--- config.mk ---
export PLATFORM = sky130hd
export DESIGN_NAME = pipeline_ctrl_flat
export DESIGN_NICKNAME = d
export VERILOG_FILES = /design/src/rtl/pipeline_ctrl_pkg.sv /design/src/rtl/pipeline_ctrl_if.sv /design/src/rtl/pipeline_ctrl_sat_counter.sv /design/src/rtl/pipeline_ctrl.sv /design/src/flat_wrapper.sv
export SDC_FILE = /design/constraint.sdc
export NUM_CORES = 1
export LEC_CHECK = 0
export ABC_AREA = 1
export CELL_PAD_IN_SITES_DETAIL_PLACEMENT = 1
export CELL_PAD_IN_SITES_GLOBAL_PLACEMENT = 2
export CORE_MARGIN = 3
export CORE_UTILIZATION = 23
export DETAILED_ROUTE_END_ITERATION = 6
export GPL_TIMING_DRIVEN = 0
export PLACE_DENSITY = 0.78
export SYNTH_ARGS = -nofsm -noshare
export SYNTH_HDL_FRONTEND = slang
export SYNTH_SLANG_ARGS = --single-unit
--- constraint.sdc ---
create_clock -name clk -period 2.2 [get_ports clk]
set_input_delay 0.44 -clock clk [delete_from_list [all_inputs] [get_ports clk]]
set_output_delay 0.44 -clock clk [all_outputs]
set_load 0.1 [all_outputs]
--- src/rtl/pipeline_ctrl_pkg.sv ---
// ---------------------------------------------------------------------------
// pipeline_ctrl_pkg
// Shared definitions for the pipeline stall/bubble/redirect controller.
//   - Stage indices into the stall bus (PC .. MEM_WB).
//   - Stall bus width and the fixed stall patterns used by each hazard row.
//   - Controller FSM state encoding.
// ---------------------------------------------------------------------------
package pipeline_ctrl_pkg;

  // Stage indices into the stall bus
  localparam int STG_PC     = 0;
  localparam int STG_IF_ID  = 1;
  localparam int STG_ID_EX  = 2;
  localparam int STG_EX_MEM = 3;
  localparam int STG_MEM_WB = 4;

  localparam int STALL_W = 5;

  // Stall patterns per hazard row
  localparam logic [STALL_W-1:0] STALL_NONE = 5'b00000;
  localparam logic [STALL_W-1:0] STALL_ALL  = 5'b11111;  // fatal: freeze everything
  localparam logic [STALL_W-1:0] STALL_MEM  = 5'b01111;  // hold PC..EX_MEM, MEM_WB gets nop
  localparam logic [STALL_W-1:0] STALL_LU   = 5'b00011;  // hold PC and IF_ID, ID_EX gets nop

  typedef enum logic [1:0] {
    ST_RUN      = 2'd0,
    ST_MEM_WAIT = 2'd1,
    ST_ERR      = 2'd2
  } ctrl_state_t;

endpackage

--- src/rtl/pipeline_ctrl_if.sv ---
// ---------------------------------------------------------------------------
// pipeline_ctrl_if
// Hazard inputs and pipeline control outputs shared between the datapath
// (master) and the stall controller (slave).
//   Hazard sources  : if_rom_ready, id_load_use, id_branch_taken,
//                     id_branch_target[31:0], mem_req, mem_ack
//   Control outputs : stall[4:0], flush_if_id, bubble_id_ex, bubble_mem_wb,
//                     pc_redirect, pc_redirect_target[31:0], mem_timeout
// ---------------------------------------------------------------------------
interface pipeline_ctrl_if;
  import pipeline_ctrl_pkg::*;

  logic                if_rom_ready;
  logic                id_load_use;
  logic                id_branch_taken;
  logic [31:0]         id_branch_target;
  logic                mem_req;
  logic                mem_ack;

  logic [STALL_W-1:0]  stall;
  logic                flush_if_id;
  logic                bubble_id_ex;
  logic                bubble_mem_wb;
  logic                pc_redirect;
  logic [31:0]         pc_redirect_target;
  logic                mem_timeout;

  // Datapath side: reports hazards, consumes control
  modport master (
    output if_rom_ready, id_load_use, id_branch_taken, id_branch_target,
           mem_req, mem_ack,
    input  stall, flush_if_id, bubble_id_ex, bubble_mem_wb,
           pc_redirect, pc_redirect_target, mem_timeout
  );

  // Controller side
  modport slave (
    input  if_rom_ready, id_load_use, id_branch_taken, id_branch_target,
           mem_req, mem_ack,
    output stall, flush_if_id, bubble_id_ex, bubble_mem_wb,
           pc_redirect, pc_redirect_target, mem_timeout
  );

endinterface

--- src/rtl/pipeline_ctrl_sat_counter.sv ---
// ---------------------------------------------------------------------------
// sat_counter
// Saturating up-counter used for the controller performance counters.
//   clk   in  1      clock
//   rst   in  1      synchronous reset, active-low
//   i_inc in  1      count this cycle
//   o_q   out CNT_W  count value; sticks at all-ones, never wraps
// ---------------------------------------------------------------------------
module sat_counter #(
  parameter int CNT_W = 32
) (
  input  logic             clk,
  input  logic             rst,
  input  logic             i_inc,
  output logic [CNT_W-1:0] o_q
);

  logic [CNT_W-1:0] r_q;

  always_ff @(posedge clk) begin
    if (!rst) begin
      r_q <= '0;
    end else if (i_inc && (r_q != {CNT_W{1'b1}})) begin
      r_q <= r_q + CNT_W'(1);
    end
  end

  assign o_q = r_q;

endmodule

--- src/rtl/pipeline_ctrl.sv ---
// ---------------------------------------------------------------------------
// pipeline_ctrl
// Central stall/bubble/redirect controller for the 5-stage pipeline.
// Arbitrates data-mem wait, instruction-ROM wait, load-use and taken
// branch/jump, drives per-stage stall bits, bubble strobes and the PC
// redirect, watches for a stuck data memory and keeps two saturating
// performance counters.
//
// Ports
//   clk             in   1      system clock
//   rst             in   1      synchronous reset, active-low
//   ctl             slave modport of pipeline_ctrl_if (hazards in, control out)
//   o_stall_cycles  out  CNT_W  cycles with any stall bit set
//   o_bubble_count  out  CNT_W  cycles with any bubble/flush strobe set
//
// States
//   state       | meaning
//   ------------+---------------------------------------------------------
//   RUN         | normal flow; a MEM wait this cycle moves to MEM_WAIT
//   MEM_WAIT    | data memory stalled; r_wait_cnt counts un-acked cycles
//   ERR         | watchdog expired; pipeline frozen until reset
//
// Control outputs are combinational from state + hazard inputs so a hazard
// stalls the pipeline in the same cycle it is reported.
// ---------------------------------------------------------------------------
module pipeline_ctrl
  import pipeline_ctrl_pkg::*;
#(
  parameter int MEM_TIMEOUT = 16,
  parameter int CNT_W       = 32
) (
  input  logic                clk,
  input  logic                rst,
  pipeline_ctrl_if.slave      ctl,
  output logic [CNT_W-1:0]    o_stall_cycles,
  output logic [CNT_W-1:0]    o_bubble_count
);

  localparam int WAIT_W = (MEM_TIMEOUT > 2) ? $clog2(MEM_TIMEOUT) : 1;
  localparam logic [WAIT_W-1:0] WAIT_LAST = WAIT_W'(MEM_TIMEOUT - 1);

  ctrl_state_t         r_state;
  logic [WAIT_W-1:0]   r_wait_cnt;

  logic                w_mem_wait;
  logic [STALL_W-1:0]  w_stall;
  logic                w_flush_if_id;
  logic                w_bubble_id_ex;
  logic                w_bubble_mem_wb;
  logic                w_pc_redirect;
  logic [31:0]         w_pc_redirect_target;
  logic                w_mem_timeout;
  logic                w_any_stall;
  logic                w_any_bubble;

  assign w_mem_wait = ctl.mem_req && !ctl.mem_ack;

  // -------------------------------------------------------------------------
  // FSM + MEM-wait watchdog
  // -------------------------------------------------------------------------
  always_ff @(posedge clk) begin
    if (!rst) begin
      r_state    <= ST_RUN;
      r_wait_cnt <= '0;
    end else begin
      case (r_state)
        ST_RUN: begin
          r_wait_cnt <= '0;
          if (w_mem_wait) begin
            r_state <= ST_MEM_WAIT;
          end
        end
        ST_MEM_WAIT: begin
          if (ctl.mem_ack || !ctl.mem_req) begin
            r_state    <= ST_RUN;
            r_wait_cnt <= '0;
          end else if (r_wait_cnt == WAIT_LAST) begin
            r_state <= ST_ERR;
          end else begin
            r_wait_cnt <= r_wait_cnt + WAIT_W'(1);
          end
        end
        ST_ERR: begin
          r_state <= ST_ERR;
        end
        default: begin
          r_state    <= ST_RUN;
          r_wait_cnt <= '0;
        end
      endcase
    end
  end

  // -------------------------------------------------------------------------
  // Hazard arbitration; only the highest-priority active row drives outputs.
  // A suppressed branch is not lost: ID is held, so it re-presents next cycle.
  // -------------------------------------------------------------------------
  always_comb begin
    w_stall              = STALL_NONE;
    w_flush_if_id        = 1'b0;
    w_bubble_id_ex       = 1'b0;
    w_bubble_mem_wb      = 1'b0;
    w_pc_redirect        = 1'b0;
    w_pc_redirect_target = 32'h0;
    w_mem_timeout        = 1'b0;
    if (rst) begin
      if (r_state == ST_ERR) begin
        w_stall       = STALL_ALL;
        w_mem_timeout = 1'b1;
      end else if (w_mem_wait) begin
        w_stall         = STALL_MEM;
        w_bubble_mem_wb = 1'b1;
      end else if (!ctl.if_rom_ready) begin
        // Hold PC and feed a nop into IF_ID until the ROM delivers.
        w_stall[STG_PC] = 1'b1;
        w_flush_if_id   = 1'b1;
      end else if (ctl.id_load_use) begin
        w_stall        = STALL_LU;
        w_bubble_id_ex = 1'b1;
      end else if (ctl.id_branch_taken) begin
        // Delay slot is architected, so the fetched instruction is kept.
        w_pc_redirect        = 1'b1;
        w_pc_redirect_target = ctl.id_branch_target;
      end
    end
  end

  assign ctl.stall              = w_stall;
  assign ctl.flush_if_id        = w_flush_if_id;
  assign ctl.bubble_id_ex       = w_bubble_id_ex;
  assign ctl.bubble_mem_wb      = w_bubble_mem_wb;
  assign ctl.pc_redirect        = w_pc_redirect;
  assign ctl.pc_redirect_target = w_pc_redirect_target;
  assign ctl.mem_timeout        = w_mem_timeout;

  // -------------------------------------------------------------------------
  // Performance counters
  // -------------------------------------------------------------------------
  assign w_any_stall  = |w_stall;
  assign w_any_bubble = w_flush_if_id | w_bubble_id_ex | w_bubble_mem_wb;

  sat_counter #(.CNT_W(CNT_W)) u_stall_cnt (
    .clk   (clk),
    .rst   (rst),
    .i_inc (w_any_stall),
    .o_q   (o_stall_cycles)
  );

  sat_counter #(.CNT_W(CNT_W)) u_bubble_cnt (
    .clk   (clk),
    .rst   (rst),
    .i_inc (w_any_bubble),
    .o_q   (o_bubble_count)
  );

endmodule

--- src/flat_wrapper.sv ---
// flat-port wrapper written by rule: the top's interface ports become plain ports
module pipeline_ctrl_flat import pipeline_ctrl_pkg::*;
#(
  parameter int MEM_TIMEOUT = 16,
  parameter int CNT_W       = 32
)
  (clk, rst, o_stall_cycles, o_bubble_count, ctl_if_rom_ready, ctl_id_load_use, ctl_id_branch_taken, ctl_id_branch_target, ctl_mem_req, ctl_mem_ack, ctl_stall, ctl_flush_if_id, ctl_bubble_id_ex, ctl_bubble_mem_wb, ctl_pc_redirect, ctl_pc_redirect_target, ctl_mem_timeout);
  pipeline_ctrl_if ctl_i ();
  input  logic clk;
  input  logic rst;
  output logic [CNT_W-1:0] o_stall_cycles;
  output logic [CNT_W-1:0] o_bubble_count;
  input wire logic [$bits(ctl_i.if_rom_ready)-1:0] ctl_if_rom_ready;
  input wire logic [$bits(ctl_i.id_load_use)-1:0] ctl_id_load_use;
  input wire logic [$bits(ctl_i.id_branch_taken)-1:0] ctl_id_branch_taken;
  input wire logic [$bits(ctl_i.id_branch_target)-1:0] ctl_id_branch_target;
  input wire logic [$bits(ctl_i.mem_req)-1:0] ctl_mem_req;
  input wire logic [$bits(ctl_i.mem_ack)-1:0] ctl_mem_ack;
  output wire logic [$bits(ctl_i.stall)-1:0] ctl_stall;
  output wire logic [$bits(ctl_i.flush_if_id)-1:0] ctl_flush_if_id;
  output wire logic [$bits(ctl_i.bubble_id_ex)-1:0] ctl_bubble_id_ex;
  output wire logic [$bits(ctl_i.bubble_mem_wb)-1:0] ctl_bubble_mem_wb;
  output wire logic [$bits(ctl_i.pc_redirect)-1:0] ctl_pc_redirect;
  output wire logic [$bits(ctl_i.pc_redirect_target)-1:0] ctl_pc_redirect_target;
  output wire logic [$bits(ctl_i.mem_timeout)-1:0] ctl_mem_timeout;
  assign ctl_i.if_rom_ready = ctl_if_rom_ready;
  assign ctl_i.id_load_use = ctl_id_load_use;
  assign ctl_i.id_branch_taken = ctl_id_branch_taken;
  assign ctl_i.id_branch_target = ctl_id_branch_target;
  assign ctl_i.mem_req = ctl_mem_req;
  assign ctl_i.mem_ack = ctl_mem_ack;
  assign ctl_stall = ctl_i.stall;
  assign ctl_flush_if_id = ctl_i.flush_if_id;
  assign ctl_bubble_id_ex = ctl_i.bubble_id_ex;
  assign ctl_bubble_mem_wb = ctl_i.bubble_mem_wb;
  assign ctl_pc_redirect = ctl_i.pc_redirect;
  assign ctl_pc_redirect_target = ctl_i.pc_redirect_target;
  assign ctl_mem_timeout = ctl_i.mem_timeout;
  pipeline_ctrl #(.MEM_TIMEOUT(MEM_TIMEOUT), .CNT_W(CNT_W)) u_core (.clk(clk), .rst(rst), .ctl(ctl_i), .o_stall_cycles(o_stall_cycles), .o_bubble_count(o_bubble_count));
endmodule
==> results.yml <==
route:
  ant_nets: 0
  route.final.wire_length_um: 19700
  first_pass_iters: 4
  drcViolationCount: 0
  vias: 5539
  wl_per_cell_um: 15.8
  drtIter0Drc: 222
  vias_per_cell: 4.44
yosys:
  synth.avg_cell_area_um2: 5.78
  synth-simple-area-share_pct: 48.0
  synthXorXnorAreaFrac_pct: 2.42
  ys_seq_elements: 70
  synth.distinct_cells: 36
  yosysSeqAreaShare_pct: 29.8
  yosysWarnings: 0
  synthCells: 812
  syn_nets: 854
  synth-async-reset-ratio_pct: 0
  synth_mux_area_share_pct: 0
  netlist_area_mm2: 0.00470
  synth-compound-area-share_pct: 7.09
  synth_ff_type: "dfxtp_1"
  synth-edff-count: 0
  synth_fa_ha_area_share_pct: 0.799
  synth_top_family_by_area: "simple AND/OR/NAND/NOR gates"
sta:
  period_needed_ns: 2.27
  whs_ns: 0.497
  relSlewSlack_pct: 34.2
  period_share_pct: 103
  rsz0062_at_grt: "true"
  maxSlewViolCount: 0
  finalHoldViolations: 0
  max_clock_freq_mhz: 441
  skew_ns: 0.00748
  fin_ws_ns: -0.0660
  setup_viol: 30
  tightestPinTransition_ns: 0.990
cells_and_area:
  regArea_mm2: 0.00142
  syn_to_final_growth_pct: 58.3
  num-fill-cells: 2544
  multi_input_area_mm2: 0.00298
  postLayoutCellArea_mm2: 0.00744
  fin_nets: 1021
  drive_gt1_share_pct: 17.1
  diodes: 0
  instances_no_fill: 1248
place:
  dp.cells: 1221
  dpl.hpwl_um: 14700
  placed_area_mm2: 0.00672
  portBuffers: 144
  place_congestion: 0.781
min_path:
  hp-class: "reg2reg"
floorplan:
  io_pins: 145
  dieArea_mm2: 0.0222
  die_x_um: 149
  die_h_um: 149
  initial_core_util_pct: 23.7
  rows: 51
  core_area_mm2: 0.0198
critical_path:
  cp_max_fo: 6
  crit_chain: "inv_2, nand2_4, nand2_4, inv_4, nand4_1, buf_6, clkbuf_8, nor2_4, buf_12"
  crit_family: "buffers and inverters"
  worst-path-buf-inv: 5
  crit_top_cell: "nand2_4"
  worstPathRequired_ns: 1.76
  start_kind: "flop"
  crit_arrival_ns: 1.83
  slowest_delay_ns: 0.33
  reg2reg_slack_ns: 0.32
  path_class: "reg2out"
  slowest_stage: "dfxtp_2"
  critPathCaptureType: "output pin"
global_route:
  antenna_found_initial: 0
  gr-total-overflow: 0
  grt_max_degree: 12
  grt_pass1_wl_um: 30400
  grt_pass1_vias: 5650
  grt_usage_pct: 17.3
clocking:
  clkTransAtPathRegs_ns: 0.06
  clockRootBuffer: "clkbuf_16"
  numCtsBuffers: 9
  htreeDepth: 3
  clock_sinks: 70
  clk_latency_ns: 0.35
  cts_tree: "yes"
  clock_path_buffers: 2
outcome:
  outcome: "finished, violations left"
  violations: "negative setup slack"
power_and_ir_drop:
  p_leak_nw: 3.35
  peakVddDrop_mv: 0.344
  power_density_mw_per_mm2: 505
flow_run:
  maxCapViolations: 0
## power by group
part / total, mW / internal (mW) / switching [mW]
Combinational: 0.898 / 0.249 / 0.649
Sequential: 1.37 / 1.31 / 0.0557
Clock: 1.49 / 0.895 / 0.595
## worst paths after layout
kind         cells after the start                                     from                                 endpoint
min                              2        u_core.r_wait_cnt[2]$_SDFFE_PN0P_        u_core.r_wait_cnt[2]$_SDFFE_PN0P_
max reg2reg                      8  u_core.u_stall_cnt.o_q[12]$_SDFFE_PN0P_  u_core.u_stall_cnt.o_q[26]$_SDFFE_PN0P_
max                              9           u_core.r_state[0]$_SDFFE_PN0P_               ctl_pc_redirect_target[18]
min reg2reg                      2        u_core.r_wait_cnt[2]$_SDFFE_PN0P_        u_core.r_wait_cnt[2]$_SDFFE_PN0P_
## layer usage
metal | track usage, % | part of all wire, % | vias to the layer above
met5 | 0 | 0 | -
met4 | 4.07 | 1.7 | 0
met3 | 2.77 | 2.9 | 21
met2 | 30.5 | 50 | 96
met1 | 22.2 | 45 | 2579
li1 | - | - | 2843
## area by class of cell
cell class | instances | area share, %
well taps | 265 | 4.46
repair buffers | 156 | 23.9
clock buffers | 10 | 3.21
clock inverters | 5 | 0.673
flip-flops and latches | 70 | 19.1
plain buffers | 24 | 3.40
multi-input cells | 617 | 40.1
inverters | 101 | 5.13
## through the flow
step / setup slack (ns) / power [mW] / util (%) / setup TNS (ns)
final: -0.0660 / 3.76 / 37.6 / -1.24
after detailed placement: -1.49 / 2.28 / 34.0 / -60.32
after floorplan: -0.444 / 2.02 / - / -2.54
after CTS: 0.00599 / 3.80 / 36.6 / 0
after global routing: -0.126 / 3.93 / 37.6 / -3.26
after global placement: -1.49 / 2.28 / 34.0 / -60.71
## kinds of logic (layout without fill, tap and decap cells)
kind of cell	count (synthesis)	in the layout
AO/OA/AOI/OAI	62	62
XOR/XNOR	13	13
adder cells (fa/ha/maj)	3	3
buffers and inverters	125	296
flip-flops	70	70
AND/OR/NAND/NOR	539	539
## registers in the layout (all words and copies together) (netlist names)
signal / cells
u_core.u_bubble_cnt.o_q: 32
u_core.u_stall_cnt.o_q: 32
u_core.r_wait_cnt: 4
u_core.r_state: 2
## timing repair
item / 4_1_cts / 5_1_grt
gates cloned: 3 / 1
gates resized for setup: 397 / 45
setup buffers: 4 / 4
pin swaps: 4 / 7
endpoints found under the setup margin: 106 / 39
hold buffers: 0 / 0
## Yosys cell counts (2+ instances only)
cell	count	area share (%)
dfxtp_1	70	30
nor2_4	2	0.48
buf_2	6	0.64
buf_6	8	1.9
nand4_1	12	1.6
o21ai_1	8	0.85
nor2_2	4	0.53
nor2_1	224	18
inv_1	97	7.8
a21oi_1	41	4.4
xor2_1	12	2.2
o21ai_0	7	0.75
buf_4	2	0.32
nand2_2	5	0.67
inv_2	4	0.32
clkbuf_1	6	0.48
a21oi_2	3	0.56
ha_1	3	0.80
nand2_4	2	0.48
nand3_1	52	5.5
nor3_1	8	0.85
nand2_1	222	18
## tightest hold or removal path, stage by stage, from the launching register on
cell and delay (ns):
dfxtp_1 0.32, inv_1 0.07, a21oi_1 0.06
## layout by cell type (no fill, tap or decap), drive strengths merged, types with 15 or more instances in the layout
master / netlist / final
a21oi: 44 / 44
buf: 18 / 66
clkbuf: 6 / 21
clkdlybuf4s50: 0 / 33
dfxtp: 70 / 70
dlygate4sd2: 0 / 64
inv: 101 / 101
nand2: 230 / 230
nand3: 53 / 53
nor2: 231 / 231
o21ai: 15 / 15
No activity file was read; power rests on OpenSTA's default activity.
